<file path="src/rtl/adder_pkg.sv">
// Shared types for the nibble-serial adder.
// Holds the slice width and the FSM state encoding.
package adder_pkg;

  localparam int NIBBLE_W = 4;

  typedef enum logic [1:0] {
    IDLE = 2'd0,
    RUN  = 2'd1,
    DONE = 2'd2
  } state_t;

endpackage

</file>
<file path="src/rtl/nibble_adder_cin.sv">
// Combinational 4-bit signed adder slice with carry-in.
// Overflow is the XOR of the carries into and out of bit 3.
module nibble_adder_cin
  import adder_pkg::*;
(
  input  logic [NIBBLE_W-1:0] a,
  input  logic [NIBBLE_W-1:0] b,
  input  logic                cin,
  output logic [NIBBLE_W-1:0] sum,
  output logic                cout,
  output logic                overflow
);

  logic [NIBBLE_W-1:0] lo;
  logic [1:0]          hi;
  logic                c3;

  assign lo = {1'b0, a[2:0]} + {1'b0, b[2:0]} + {3'b000, cin};
  assign c3 = lo[3];
  assign hi = {1'b0, a[3]} + {1'b0, b[3]} + {1'b0, c3};

  assign sum      = {hi[0], lo[2:0]};
  assign cout     = hi[1];
  assign overflow = c3 ^ hi[1];

endmodule

</file>
<file path="src/rtl/nibble_serial_adder.sv">
// Multi-cycle signed adder: one nibble per clock, LSB first,
// through a single shared 4-bit slice, with valid/ready handshakes.
module nibble_serial_adder #(
  parameter int WIDTH = 16
) (
  input  logic             clk,
  input  logic             rst_n,
  input  logic             in_valid,
  output logic             in_ready,
  input  logic [WIDTH-1:0] a,
  input  logic [WIDTH-1:0] b,
  output logic             out_valid,
  input  logic             out_ready,
  output logic [WIDTH-1:0] sum,
  output logic             overflow,
  output logic             cout,
  output logic             busy
);

  import adder_pkg::*;

  localparam int NIBBLES = WIDTH / NIBBLE_W;
  localparam int IW      = $clog2(NIBBLES) + 1;
  localparam int SW      = (NIBBLES > 1) ? $clog2(NIBBLES) : 1;

  state_t state, state_nx;

  logic [NIBBLES-1:0][NIBBLE_W-1:0] a_q, b_q, sum_q;
  logic [IW-1:0]       idx;
  logic [SW-1:0]       sel;
  logic                carry;
  logic                ovf_q;
  logic                cout_q;
  logic                last;
  logic [NIBBLE_W-1:0] s_sum;
  logic                s_cout;
  logic                s_ovf;

  assign sel  = idx[SW-1:0];
  assign last = (idx == IW'(NIBBLES - 1));

  nibble_adder_cin u_slice (
    .a        (a_q[sel]),
    .b        (b_q[sel]),
    .cin      (carry),
    .sum      (s_sum),
    .cout     (s_cout),
    .overflow (s_ovf)
  );

  always_comb begin
    state_nx = state;
    unique case (state)
      IDLE:    if (in_valid) state_nx = RUN;
      RUN:     if (last) state_nx = DONE;
      DONE:    if (out_ready) state_nx = IDLE;
      default: state_nx = IDLE;
    endcase
  end

  always_ff @(posedge clk or negedge rst_n) begin
    if (!rst_n) begin
      state  <= IDLE;
      a_q    <= '0;
      b_q    <= '0;
      sum_q  <= '0;
      idx    <= '0;
      carry  <= 1'b0;
      ovf_q  <= 1'b0;
      cout_q <= 1'b0;
    end else begin
      state <= state_nx;
      case (state)
        IDLE: begin
          if (in_valid) begin
            a_q   <= a;
            b_q   <= b;
            carry <= 1'b0;
            idx   <= '0;
          end
        end
        RUN: begin
          sum_q[sel] <= s_sum;
          carry      <= s_cout;
          idx        <= idx + 1'b1;
          if (last) begin
            ovf_q  <= s_ovf;
            cout_q <= s_cout;
          end
        end
        default: ;
      endcase
    end
  end

  assign in_ready  = (state == IDLE);
  assign out_valid = (state == DONE);
  assign busy      = (state == RUN) || (state == DONE);
  assign sum       = sum_q;
  assign overflow  = ovf_q;
  assign cout      = cout_q;

endmodule
</file>
<file path="config.mk">
export PLATFORM = sky130hd
export DESIGN_NAME = nibble_serial_adder
export DESIGN_NICKNAME = d
export VERILOG_FILES = /design/src/rtl/adder_pkg.sv /design/src/rtl/nibble_adder_cin.sv /design/src/rtl/nibble_serial_adder.sv
export SDC_FILE = /design/constraint.sdc
export NUM_CORES = 1
export LEC_CHECK = 0
export BUFFER_PORTS_ARGS = -buffer_cell sky130_fd_sc_hd__buf_2
export CELL_PAD_IN_SITES_DETAIL_PLACEMENT = 1
export CELL_PAD_IN_SITES_GLOBAL_PLACEMENT = 1
export CORE_UTILIZATION = 30
export DETAILED_ROUTE_END_ITERATION = 8
export PLACE_DENSITY_LB_ADDON = 0.12
export SYNTH_ARGS = -nofsm -noshare
export SYNTH_HDL_FRONTEND = slang
export SYNTH_SLANG_ARGS = --single-unit
export TNS_END_PERCENT = 30
</file>
<file path="constraint.sdc">
create_clock -name clk -period 2.7 [get_ports clk]
set_input_delay 0.54 -clock clk [delete_from_list [all_inputs] [get_ports clk]]
set_output_delay 0.54 -clock clk [all_outputs]
set_load 0.01 [all_outputs]
</file>
==> run metrics <==
outcome=finished with violations; failing checks=negative setup slack; IR Drop Worst-Case VDD=0.0004000 V; Final Max Slew Viols=0; syn avg cell area=13.79 sq um; clock skew=0.007461 ns; Crit-path slowest cell=mux4_2; Internal=2.782 mW; Routed WL=5.758 mm; critical path fanouts, max=4; I/O Buffers=56; Most used DFF post-synth=dfrtp_1; clk buf depth=2; total power=4.419 mW; static leakage=1.659 nW; Die Span X=97.16 microns; worst reg2reg setup slack=-0.003 ns; post-CTS sizing=3; Seq pwr share=33.8%; Async SR Flop Fraction=100.0%; drc violations=0; Placer Congestion=0.6830; Setup Fix Bufs, Post-CTS=0; commonest cells in the netlist=56 x dfrtp_1, 30 x mux2_4, 26 x nand2_1, 21 x o21ai_0, 13 x inv_1; FP Rows=34; Post-Place Cell Area=3169 sq um; Synth Net Count=246; crit-path cells=buf_6 > mux4_2 > ha_4 > nor2b_4 > o21a_1 > nor2_1 > fa_2 > nor2_2 > or4b_4 > nand3_1; io pins=57; largest net degree at the start of global routing=33; synth unique cells=27; Synth area leader=dfrtp_1; Psw=1.638 mW; combinational power share=53.1%; fmax=0.3699 GHz; filler cell count=960; Syn. warnings=0; max-cap viol count=0; worst slack at placement=-0.04208 ns; buffers plus inverters on the worst setup path=1; WP data arrival=2.97 ns; Sw Share=37.05%; initial DRC count=27; Global Route Usage Sum=13.10%; drt pass-1 iters=4; # clock sinks=56; H-tree levels=2; # setup viols final=1; WL per Instance=15.44 microns; critical path class=register to register; sequential fraction of the synthesis area=51.59%; Cells after Synth=197; Die Ht=97.16 microns; clock power share=13.1%; unrepaired setup endpoints after global routing=true; Worst-path clk slew=0.11 ns; die area=9439 sq um; post-route ant nets=0; final hold vios=0; post-synthesis register bit count=56; Cell Pwr Density=1333 nW/um^2; cell area after layout=3316 sq um; fin nets=313; Hold-fix buffers, CTS=0; kind of start point of the critical path=register; clk_lat worst skew=0.32 ns; layout cells sized above 1=45.66%; Top Family by Delay on Critical Path=simple AND/OR/NAND/NOR gates; Remaining Overflow, GRT=0; Critical Path RT=2.96 ns; Tightest Pin Transition=0.6717 ns; initial core utilization=31.00%; fin worst setup slack=-0.003257 ns; CTS tree=built; top-area cell type share of the netlist area=51.59%; period utilisation layout=100.1%; CP max stage delay=0.54 ns; Placed Cells incl. Taps=365; crit path time final=2.703 ns; largest cells by area after synthesis=dfrtp_1 52%, mux2_4 17%, ha_1 4.6%; P&R area growth vs syn=22.06%; core region area=8763 sq um; Synth Cell Area=2716 sq um; Via density=4.592; most frequent cell after synthesis=dfrtp_1; vias in the first global route=1885; Root Buffer Master=clkbuf_8; Slew HR=55.22%; initial antenna violation count=0; vias=1713; Final Non-Filler Cells=373; ANT cells=0; TritonCTS buffer count=5; critical path capture point type=register; Hold Crit Class=primary input to async pin; first-pass GRT wire length=9.735 mm; DPL Wire Length=4.447 mm; EDFF count, synth=0
[cells in the final DEF (no fill, tap or decap), drive strengths merged, types with 3 or more instances in the layout]
cell type  Yosys  final
buf            6     66
clkbuf         0      5
dfrtp         56     56
fa             3      3
ha            10     10
inv           14     15
mux2          33     33
mux4           8      8
nand2         27     27
nand2b         3      3
o21ai         21     21
[cell type report]
class | count | area, sq um | share of cell area, %
multi-input combinational | 121 | 1239 | 37.36
sequential | 56 | 1403 | 42.30
clock inverter | 3 | 46.29 | 1.396
inverter | 14 | 52.55 | 1.585
clock buffer | 5 | 68.82 | 2.075
tap | 108 | 135.1 | 4.075
timing repair buffer | 66 | 371.6 | 11.21
[per-stage QoR]
| step | hold WS, ns | TNS (ns) | utilization [%] |
|---|---|---|---|
| floorplan | 0.2444 | 0 | - |
| global placement | 0.4566 | 0 | 36.17 |
| detailed placement | 0.4656 | -0.04208 | 36.17 |
| CTS | 0.2634 | -0.04872 | 37.61 |
| global route | 0.2956 | -0.1347 | 37.84 |
| finish | 0.2517 | -0.003257 | 37.84 |
[worst paths after layout]
kind,startpoint,end,cells after the start
worst min-delay path,rst_n,state[0],1
worst max register to register,idx[0],overflow,10
worst max-delay path,idx[0],overflow,10
worst min register to register,sum[10],sum[10],2
max in group asynchronous,rst_n,b_q[12],2
min in group clk,b[0],b_q[0],2
[power by group through the flow]
stage / clock (mW) / combinational [mW] / sequential (mW)
2_1_floorplan: 0 / 1.56 / 1.47
3_3_place_gp: 0 / 2.22 / 1.51
3_5_place_dp: 0 / 2.30 / 1.52
4_1_cts: 0.602 / 2.35 / 1.50
5_1_grt: 0.631 / 2.63 / 1.55
6_report: 0.578 / 2.35 / 1.49
[cell families after synthesis]
logic type / share of synthesized area [%]
xor+xnor: 0.3225
flops: 51.59
compound gates: 5.297
fa+ha+maj: 6.817
mux: 25.24
simple gates: 6.772
buf+inv: 3.961
[state kept, by name, summed over array words and instances (netlist names)]
register  cells
cout          1
a_q          16
sum          16
overflow      1
idx           3
state         2
carry         1
b_q          16
[layer usage]
metal	track usage (%)	up-vias	share of wire, %
met3	3.022	7	4.2
met2	20.48	42	46
met5	0	-	0
met4	3.444	0	1.3
li1	-	817	-
met1	18.28	847	49
No activity file was read; power rests on OpenSTA's default activity.
